$ cat src/rtl/mem_stage_access_unit_if.sv
// Data-memory request/response bundle for the MEM stage.
// master issues req/we/addr/wdata/be; slave answers with ready/rdata.
interface mem_stage_access_unit_if;
  logic        mem_req;
  logic        mem_we;
  logic [31:0] mem_addr;
  logic [31:0] mem_wdata;
  logic [3:0]  mem_be;
  logic        mem_ready;
  logic [31:0] mem_rdata;

  modport master (
    output mem_req,
    output mem_we,
    output mem_addr,
    output mem_wdata,
    output mem_be,
    input  mem_ready,
    input  mem_rdata
  );

  modport slave (
    input  mem_req,
    input  mem_we,
    input  mem_addr,
    input  mem_wdata,
    input  mem_be,
    output mem_ready,
    output mem_rdata
  );
endinterface

$ cat src/rtl/mem_stage_access_unit.sv
// MEM stage: variable-latency data access, lane formatting, branch, MEM/WB.
// Optional misaligned-access trap: define MEM_ALIGN_CHECK_EN.
module mem_stage_access_unit #(
  parameter int TIMEOUT_CYCLES = 16
) (
  input  logic        clk,
  input  logic        rst_n,
  input  logic        RegWrite_in,
  input  logic        MemWrite_in,
  input  logic        MemRead_in,
  input  logic        MemToReg_in,
  input  logic        branch_in,
  input  logic        zero_in,
  input  logic [31:0] pc_in,
  input  logic [31:0] aluResult_in,
  input  logic [31:0] rt_in,
  input  logic [4:0]  writebackDestination_in,
  input  logic [1:0]  load_mode_in,
  mem_stage_access_unit_if.master dmem,
  output logic        stall,
  output logic        branch_taken,
  output logic [31:0] branch_target,
  output logic        mem_timeout,
  output logic        misalign_fault,
  output logic        RegWrite_out,
  output logic        MemToReg_out,
  output logic [31:0] readData_out,
  output logic [31:0] aluResult_out,
  output logic [4:0]  writebackDestination_out
);

  localparam int CW =
    (TIMEOUT_CYCLES > 2) ? $clog2(TIMEOUT_CYCLES) : 1;

  typedef enum logic [1:0] {
    IDLE,
    ACCESS,
    DONE
  } state_t;

  typedef struct packed {
    logic        reg_write;
    logic        mem_to_reg;
    logic [31:0] read_data;
    logic [31:0] alu_result;
    logic [4:0]  dest;
  } mem_wb_t;

  state_t      state_q, state_d;
  logic        req_q, req_d;
  logic        we_q, we_d;
  logic [31:0] addr_q, addr_d;
  logic [31:0] wdata_q, wdata_d;
  logic [3:0]  be_q, be_d;
  logic [1:0]  off_q, off_d;
  logic [1:0]  mode_q, mode_d;
  logic [31:0] data_q, data_d;
  logic [CW-1:0] cnt_q, cnt_d;
  logic        tmo_q, tmo_d;
  mem_wb_t     wb_q, wb_d;

  logic        access;
  logic        misal;
  logic        stall_c;
  logic [1:0]  a;
  logic        w_mode;
  logic        h_mode;
  logic [3:0]  be_fmt;
  logic [31:0] wdata_fmt;
  logic [15:0] lane_h;
  logic [7:0]  lane_b;
  logic [31:0] rdata_fmt;

  assign access = MemRead_in | MemWrite_in;
  assign a      = aluResult_in[1:0];
  assign w_mode = (load_mode_in == 2'b00);
  assign h_mode = (load_mode_in == 2'b01);

  assign branch_taken  = branch_in & zero_in;
  assign branch_target = pc_in;

  always_comb begin
    be_fmt    = 4'b1111;
    wdata_fmt = rt_in;
    unique case (1'b1)
      w_mode: begin
        be_fmt    = 4'b1111;
        wdata_fmt = rt_in;
      end
      h_mode: begin
        be_fmt    = a[1] ? 4'b1100 : 4'b0011;
        wdata_fmt = {2{rt_in[15:0]}};
      end
      default: begin
        be_fmt    = 4'b0001 << a;
        wdata_fmt = {4{rt_in[7:0]}};
      end
    endcase
  end

  assign lane_h = off_q[1] ? dmem.mem_rdata[31:16]
                           : dmem.mem_rdata[15:0];
  assign lane_b = dmem.mem_rdata[{off_q, 3'b000} +: 8];

  always_comb begin
    rdata_fmt = dmem.mem_rdata;
    unique case (1'b1)
      mode_q == 2'b00: rdata_fmt = dmem.mem_rdata;
      mode_q == 2'b01: rdata_fmt = {{16{lane_h[15]}}, lane_h};
      mode_q == 2'b10: rdata_fmt = {{24{lane_b[7]}}, lane_b};
      default:         rdata_fmt = {24'b0, lane_b};
    endcase
  end

`ifdef MEM_ALIGN_CHECK_EN
  logic fault_q;

  assign misal = access &
    ((w_mode & (a != 2'b00)) | (h_mode & a[0]));

  always_ff @(posedge clk or negedge rst_n) begin
    if (!rst_n) fault_q <= 1'b0;
    else        fault_q <= (state_q == IDLE) & misal;
  end

  assign misalign_fault = fault_q;
`else
  assign misal          = 1'b0;
  assign misalign_fault = 1'b0;
`endif

  always_comb begin
    state_d = state_q;
    req_d   = req_q;
    we_d    = we_q;
    addr_d  = addr_q;
    wdata_d = wdata_q;
    be_d    = be_q;
    off_d   = off_q;
    mode_d  = mode_q;
    data_d  = data_q;
    cnt_d   = cnt_q;
    tmo_d   = 1'b0;
    stall_c = 1'b0;
    // default MEM/WB load is a bubble
    wb_d.reg_write  = 1'b0;
    wb_d.mem_to_reg = 1'b0;
    wb_d.read_data  = '0;
    wb_d.alu_result = aluResult_in;
    wb_d.dest       = writebackDestination_in;
    unique case (state_q)
      IDLE: begin
        if (misal) begin
          wb_d.mem_to_reg = MemToReg_in;
        end else if (access) begin
          stall_c = 1'b1;
          state_d = ACCESS;
          req_d   = 1'b1;
          we_d    = MemWrite_in;
          addr_d  = {aluResult_in[31:2], 2'b00};
          wdata_d = wdata_fmt;
          be_d    = be_fmt;
          off_d   = a;
          mode_d  = load_mode_in;
          cnt_d   = '0;
        end else begin
          wb_d.reg_write  = RegWrite_in;
          wb_d.mem_to_reg = MemToReg_in;
        end
      end
      ACCESS: begin
        stall_c = 1'b1;
        if (dmem.mem_ready) begin
          req_d   = 1'b0;
          data_d  = we_q ? 32'd0 : rdata_fmt;
          state_d = DONE;
        end else if (cnt_q == CW'(TIMEOUT_CYCLES - 1)) begin
          req_d   = 1'b0;
          tmo_d   = 1'b1;
          data_d  = 32'd0;
          state_d = DONE;
        end else begin
          cnt_d = cnt_q + 1'b1;
        end
      end
      DONE: begin
        wb_d.reg_write  = RegWrite_in & ~tmo_q;
        wb_d.mem_to_reg = MemToReg_in;
        wb_d.read_data  = data_q;
        state_d = IDLE;
        cnt_d   = '0;
      end
      default: state_d = IDLE;
    endcase
  end

  always_ff @(posedge clk or negedge rst_n) begin
    if (!rst_n) begin
      state_q <= IDLE;
      req_q   <= 1'b0;
      we_q    <= 1'b0;
      addr_q  <= '0;
      wdata_q <= '0;
      be_q    <= '0;
      off_q   <= '0;
      mode_q  <= '0;
      data_q  <= '0;
      cnt_q   <= '0;
      tmo_q   <= 1'b0;
      wb_q    <= '0;
    end else begin
      state_q <= state_d;
      req_q   <= req_d;
      we_q    <= we_d;
      addr_q  <= addr_d;
      wdata_q <= wdata_d;
      be_q    <= be_d;
      off_q   <= off_d;
      mode_q  <= mode_d;
      data_q  <= data_d;
      cnt_q   <= cnt_d;
      tmo_q   <= tmo_d;
      wb_q    <= wb_d;
    end
  end

  // stall must fall with reset even while the inputs still request
  assign stall = rst_n & stall_c;

  assign dmem.mem_req   = req_q;
  assign dmem.mem_we    = we_q;
  assign dmem.mem_addr  = addr_q;
  assign dmem.mem_wdata = wdata_q;
  assign dmem.mem_be    = be_q;

  assign mem_timeout              = tmo_q;
  assign RegWrite_out             = wb_q.reg_write;
  assign MemToReg_out             = wb_q.mem_to_reg;
  assign readData_out             = wb_q.read_data;
  assign aluResult_out            = wb_q.alu_result;
  assign writebackDestination_out = wb_q.dest;

endmodule

$ cat src/flat_wrapper.sv
// flat-port wrapper written by rule: the top's interface ports become plain ports
module mem_stage_access_unit_flat 
#(
  parameter int TIMEOUT_CYCLES = 16
)
  (clk, rst_n, RegWrite_in, MemWrite_in, MemRead_in, MemToReg_in, branch_in, zero_in, pc_in, aluResult_in, rt_in, writebackDestination_in, load_mode_in, stall, branch_taken, branch_target, mem_timeout, misalign_fault, RegWrite_out, MemToReg_out, readData_out, aluResult_out, writebackDestination_out, dmem_mem_req, dmem_mem_we, dmem_mem_addr, dmem_mem_wdata, dmem_mem_be, dmem_mem_ready, dmem_mem_rdata);
  mem_stage_access_unit_if dmem_i ();
  input  logic clk;
  input  logic rst_n;
  input  logic RegWrite_in;
  input  logic MemWrite_in;
  input  logic MemRead_in;
  input  logic MemToReg_in;
  input  logic branch_in;
  input  logic zero_in;
  input  logic [31:0] pc_in;
  input  logic [31:0] aluResult_in;
  input  logic [31:0] rt_in;
  input  logic [4:0] writebackDestination_in;
  input  logic [1:0] load_mode_in;
  output logic stall;
  output logic branch_taken;
  output logic [31:0] branch_target;
  output logic mem_timeout;
  output logic misalign_fault;
  output logic RegWrite_out;
  output logic MemToReg_out;
  output logic [31:0] readData_out;
  output logic [31:0] aluResult_out;
  output logic [4:0] writebackDestination_out;
  output wire logic [$bits(dmem_i.mem_req)-1:0] dmem_mem_req;
  output wire logic [$bits(dmem_i.mem_we)-1:0] dmem_mem_we;
  output wire logic [$bits(dmem_i.mem_addr)-1:0] dmem_mem_addr;
  output wire logic [$bits(dmem_i.mem_wdata)-1:0] dmem_mem_wdata;
  output wire logic [$bits(dmem_i.mem_be)-1:0] dmem_mem_be;
  input wire logic [$bits(dmem_i.mem_ready)-1:0] dmem_mem_ready;
  input wire logic [$bits(dmem_i.mem_rdata)-1:0] dmem_mem_rdata;
  assign dmem_mem_req = dmem_i.mem_req;
  assign dmem_mem_we = dmem_i.mem_we;
  assign dmem_mem_addr = dmem_i.mem_addr;
  assign dmem_mem_wdata = dmem_i.mem_wdata;
  assign dmem_mem_be = dmem_i.mem_be;
  assign dmem_i.mem_ready = dmem_mem_ready;
  assign dmem_i.mem_rdata = dmem_mem_rdata;
  mem_stage_access_unit #(.TIMEOUT_CYCLES(TIMEOUT_CYCLES)) u_core (.clk(clk), .rst_n(rst_n), .RegWrite_in(RegWrite_in), .MemWrite_in(MemWrite_in), .MemRead_in(MemRead_in), .MemToReg_in(MemToReg_in), .branch_in(branch_in), .zero_in(zero_in), .pc_in(pc_in), .aluResult_in(aluResult_in), .rt_in(rt_in), .writebackDestination_in(writebackDestination_in), .load_mode_in(load_mode_in), .dmem(dmem_i), .stall(stall), .branch_taken(branch_taken), .branch_target(branch_target), .mem_timeout(mem_timeout), .misalign_fault(misalign_fault), .RegWrite_out(RegWrite_out), .MemToReg_out(MemToReg_out), .readData_out(readData_out), .aluResult_out(aluResult_out), .writebackDestination_out(writebackDestination_out));
endmodule
$ cat config.mk
export PLATFORM = sky130hd
export DESIGN_NAME = mem_stage_access_unit_flat
export DESIGN_NICKNAME = d
export VERILOG_FILES = /design/src/rtl/mem_stage_access_unit_if.sv /design/src/rtl/mem_stage_access_unit.sv /design/src/flat_wrapper.sv
export SDC_FILE = /design/constraint.sdc
export NUM_CORES = 1
export LEC_CHECK = 0
export ABC_AREA = 0
export CORE_MARGIN = 2
export CORE_UTILIZATION = 43
export DETAILED_ROUTE_END_ITERATION = 8
export PLACE_DENSITY = 0.89
export REMOVE_ABC_BUFFERS = 1
export SYNTH_ARGS = -nofsm -noshare
export SYNTH_HDL_FRONTEND = slang
export SYNTH_SLANG_ARGS = --single-unit
export TNS_END_PERCENT = 50
$ cat constraint.sdc
create_clock -name clk -period 1.7 [get_ports clk]
set_input_delay 0.255 -clock clk [delete_from_list [all_inputs] [get_ports clk]]
set_output_delay 0.255 -clock clk [all_outputs]
set_load 0.02 [all_outputs]
# Word-level counts from Yosys, hierarchy flattened
# Cells that the tools add are included.
totals:
  word_cells: 73
  reg_bits: 182
  input_bits: 144
classes:
  add_sub_neg: 1
  n_reduce_logical: 11
  muxes: 28
  n_bitwise: 5
  n_eq_ne: 10
  shifts: 2
op_table:
  columns: ["op", "n"]
  rows:
  - ["$mux 32", 4]
  - ["$pmux 32 s3", 1]
  - ["$pmux 32 s2", 1]
  - ["$shiftx 32x6->8", 1]
  - ["$mux 16", 1]
  - ["$mux 4", 4]
  - ["$pmux 4 s3", 1]
  - ["$mux 2", 4]
  - ["$pmux 2 s2", 2]
  - ["$pmux 4 s2", 1]
  - ["$mux 1", 7]
  - ["$eq 2x1->1 const B", 3]
  - ["$logic_not 2->1", 3]
  - ["$reduce_and 2->1", 3]
  - ["$add 4x1->4 const B", 1]
  - ["$eq 2x2->1 const B", 2]
  - ["$eq 4x4->1 const B", 1]
  - ["$ne 2x2->1 const B", 2]
  - ["$pmux 1 s2", 2]
  - ["$reduce_and 4->1", 1]
  - ["$reduce_bool 2->1", 2]
  - ["$shl 1x2->4 const A", 1]
  - ["$and 1x1->1", 3]
  - ["$ne 3x2->1 const B", 1]
  - ["5 further kinds", 5]

# Depth between registers and ports, before layout
# Gate-level depths: netlist of run 1.
logic_depth:
  depth_word: 4
  depth_mapped: 6

# Worst setup path before layout of run 1
# No wires, ideal clock.
synth_path:
  kind: "register -> register"
  from: "reg u_core.state_q[1]"
  to: "reg u_core.addr_q[10], in the netlist u_core.dmem.mem_addr[10]"
  arrival_time_ns: 1.407
  path_stages_with_launch: 5
  slack_ns: 0.168
  setup_ns: 0.125
  path_cell_list: "dfrtp_1 > buf_2 > nor3_2 > buf_4 > mux2_2"
synth_via:
  elab_chain_cells: 2
synth_rtl:
  columns: ["element", "line", "source"]
  rows:
  - ["start, declared", "mem_stage_access_unit.sv:49", "state_t state_q, state_d;"]
  - ["start signal, assigned", "mem_stage_access_unit.sv:212", "state_q <= state_d;"]
  - ["$logic_not 2->1", "mem_stage_access_unit.sv:151", "unique case (state_q)"]
  - ["$reduce_and 2->1 (no line)", null, null]
  - ["end signal, assigned", "mem_stage_access_unit.sv:215", "addr_q <= addr_d;"]
  - ["end, declared", "mem_stage_access_unit.sv:52", "logic [31:0] addr_q, addr_d;"]
# Every way passes these cells.
# A chain may end at the register's enable or synchronous reset.

# Final worst setup path of run 1
layout_path:
  from: "reg u_core.addr_q[22], in the netlist u_core.dmem.mem_addr[22]"
  to: "out dmem_mem_addr[22]"
layout_rtl:
  columns: ["element", "line", "source"]
  rows:
  - ["end, declared", "flat_wrapper.sv:33", "output wire logic [$bits(dmem_i.mem_addr)-1:0] dmem_mem_addr;"]
# No word-level cell between the ends.

==> results.tsv, run 1 <==
metric	value	unit
status	finished clean	
skew	0.00819	ns
r2r-start	u_core.state_q[1]	
worst_slew_pin_slew	0.778	ns
power	17.6	mW
period_share	0.985	
cap_violations	0	
syn_avg_cell_area	12.5	um2
fmax	597	MHz
setup.worst_path.class	reg -> out	
synthAdderAreaFrac	0.00165	
crit_fanout	2	
drt_wl_total	23400	um
cp-end-kind	primary output	
reg2reg_depth	3	
p_int	11.5	mW
p_leak	5.04	nW
hold_path_end	u_core.writebackDestination_out[4]	
seq_area_frac_synth	0.600	
drt_iter0_drc	469	
grt_pass1_wl	34800	um
vias	5952	
start_kind	flip-flop	
synth_cell_types	47	
area_growth_syn_to_layout	47.9	%
place_congestion	0.841	
pwr_density_cell	1570	nW/um2
drc_errors	0	
grt_pass1_vias	6151	
synthXorXnorAreaFrac	0	
use_met1	0.323	
p_sw_frac	0.347	
setup-violations-final	0	
crit_chain	clkdlybuf4s50_1	
grt_max_degree	142	
wire_per_inst	21.2	um
firstDrtPassIters	5	
gr-total-overflow	0	
hold_start	writebackDestination_in[4]	
dieArea	18700	um2
nets	1009	
slowest_delay	0.61	ns
rows	48	
crit_family	buffers and inverters	
ys_ff_latch	182	
utilization	0.649	
core_area	17300	um2
async_reset_ff_frac	1.00	
slew_viol_final	0	
yosys.area.top_type_share	0.600	
final_layout_size_suffix_gt1_frac	0.179	
r2r_setup_slack	0.10	ns
ios	321	
ys_warn_count	0	
grt_use_met3	0.0859	
clk_pin_slew	0.07	ns
grt-busiest-layer	met2	
relSlewSlack	0.481	
h-tree-depth	4	
synth-compound-area-share	0.118	
clockPowerShare	0.234	
reg2reg_to	u_core.dmem.mem_wdata[24]	
synth_top_area_cell	dfrtp_1	
synthTopCellsByCount	dfrtp_1 (182), mux2_2 (44), buf_4 (41)	
cts_tree	built	
die_width	137	um
syn_area	7590	um2
synth_most_common_cell	dfrtp_1	
die_y	137	um
antenna_found_initial	0	
clk_latency	0.43	ns
switching_power	6.11	mW
syn-instance-count	605	
comb_power_share	0.397	
cts_root_buf	clkbuf_16	
post-place-ws	-0.292	ns
slowest_stage	clkdlybuf4s50_1	
min_delay_path_depth	1	
use_met2	0.390	
synth_edf_count	0	
synth_area_leaders	dfrtp_1 (60%), mux2_2 (6.5%), buf_4 (4.1%)	
numCtsBuffers	17	
hp-class	in -> reg	
antenna_cells	0	
worst_slack	0.0248	ns
worst-path-buf-inv	1	
place_hpwl	16900	um
arrival	1.42	ns
seqPwrFrac	0.369	
initial_core_util	0.439	
period_minus_slack	1.68	ns
cts_sinks	182	
track_usage	0.251	
finalHoldViolations	0	
synth_mux_area_frac	0.121	
crit_required	1.44	ns
vias_per_cell	5.41	
final_antenna_net_count	0	
synth_top_family_by_area	multiplexers	
cts_buffer_depth	2	
peakVddDrop	0.897	mV
port_buffers	253	
synthFlopType	dfrtp_1	
yosys.area_share.simple	0.0941	
power by group through the flow:
stage          clock [mW]  combinational [mW]  sequential, mW
4_1_cts              4.19                7.06            6.50
3_3_place_gp            0                6.92            6.48
5_1_grt              4.39                7.44            6.65
3_5_place_dp            0                7.10            6.56
2_1_floorplan           0                2.24            7.69
6_report             4.13                6.99            6.51
routing by layer:
metal	share of wire	up-vias
li1	-	2632
met1	0.40	2972
met2	0.49	289
met3	0.078	59
met4	0.036	0
met5	0	-
cell usage in the layout, fill, tap and decap left out, types with 9 or more instances in the layout:
master and n:
a21oi_1 37, clkdlybuf4s50_1 213, dfrtp_1 181, nand2_1 13, buf_12 11, and3_1 9, o21ai_0 35, and2_1 33
dlygate4sd2_1 15, mux2i_1 19, nor2_1 27, buf_4 48, dlymetal6s2s_1 23, a31oi_1 9, mux2_2 44, clkbuf_16 17
nand2b_1 24, o211ai_1 18
how the worst max path moves through the flow:
stage,from,to,slack (ns),cells past startpoint
2_1_floorplan,u_core.state_q[0],u_core.dmem.mem_addr[10],-1.53,2
3_3_place_gp,MemWrite_in,stall,-0.28,5
3_5_place_dp,MemWrite_in,stall,-0.29,5
4_1_cts,u_core.dmem.mem_wdata[21],dmem_mem_wdata[21],0.001,1
5_1_grt,u_core.state_q[0],stall,-0.02,4
6_report,u_core.dmem.mem_addr[22],dmem_mem_addr[22],0.02,1
logic make-up (layout without fill, tap and decap cells):
group | Yosys count | after routing
AOI/OAI and AO/OA | 140 | 140
and+or+nand+nor | 125 | 125
adders and majority gates | 1 | 1
DFF | 182 | 182
buffers and inverters | 80 | 349
muxes | 76 | 76
other | 1 | 3
through the flow:
step / cell area, um2 / instances / hold WS [ns] / setup TNS [ns]
CTS: 11100 / 1099 / 0.240 / 0
finish: 11200 / 1101 / 0.256 / 0
global placement: 10500 / 1067 / 0.397 / -16.48
detailed placement: 10500 / 1067 / 0.406 / -18.85
global route: 11200 / 1101 / 0.244 / -0.0282
floorplan: 7130 / 532 / -0.0406 / -106.12
worst register-to-register path: stages (launching register included):
cell     delay, ns
dfrtp_2       0.50
nor3_4        0.38
buf_12        0.24
mux2_2        0.38
timing repair:
item | in CTS | in global routing
gates resized for setup | 20 | 26
pin swaps | 0 | 1
gates cloned | 0 | 0
setup buffers | 0 | 2
hold endpoints to repair | 41 | 0
hold buffers | 1 | 0
endpoints found under the setup margin | 16 | 58
registers in the layout, summed over array words and instances (netlist names), 2 cells and up:
| name | flops |
|---|---|
| u_core.aluResult_out | 32 |
| u_core.off_q | 2 |
| u_core.dmem.mem_be | 4 |
| u_core.readData_out | 32 |
| u_core.state_q | 2 |
| u_core.dmem.mem_addr | 30 |
| u_core.mode_q | 2 |
| u_core.dmem.mem_wdata | 32 |
| u_core.writebackDestination_out | 5 |
| u_core.data_q | 32 |
| u_core.cnt_q | 4 |
final cells by class:
class / count / area, um2
fillers: 1257 / 6070
flip-flops and latches: 182 / 4560
repair buffers: 313 / 3160
multi-input cells: 345 / 2590
clock buffers: 19 / 453
well taps: 225 / 282
clock inverters: 12 / 166
inverters: 5 / 18.8
(Power assumes the default switching activity.)
==> run 2: changes to the inputs <==
- CTS_CLUSTER_DIAMETER: default -> 30
==> results of run 2 <==
No change in the layout: final DEF, timing and power equal those of run 1.
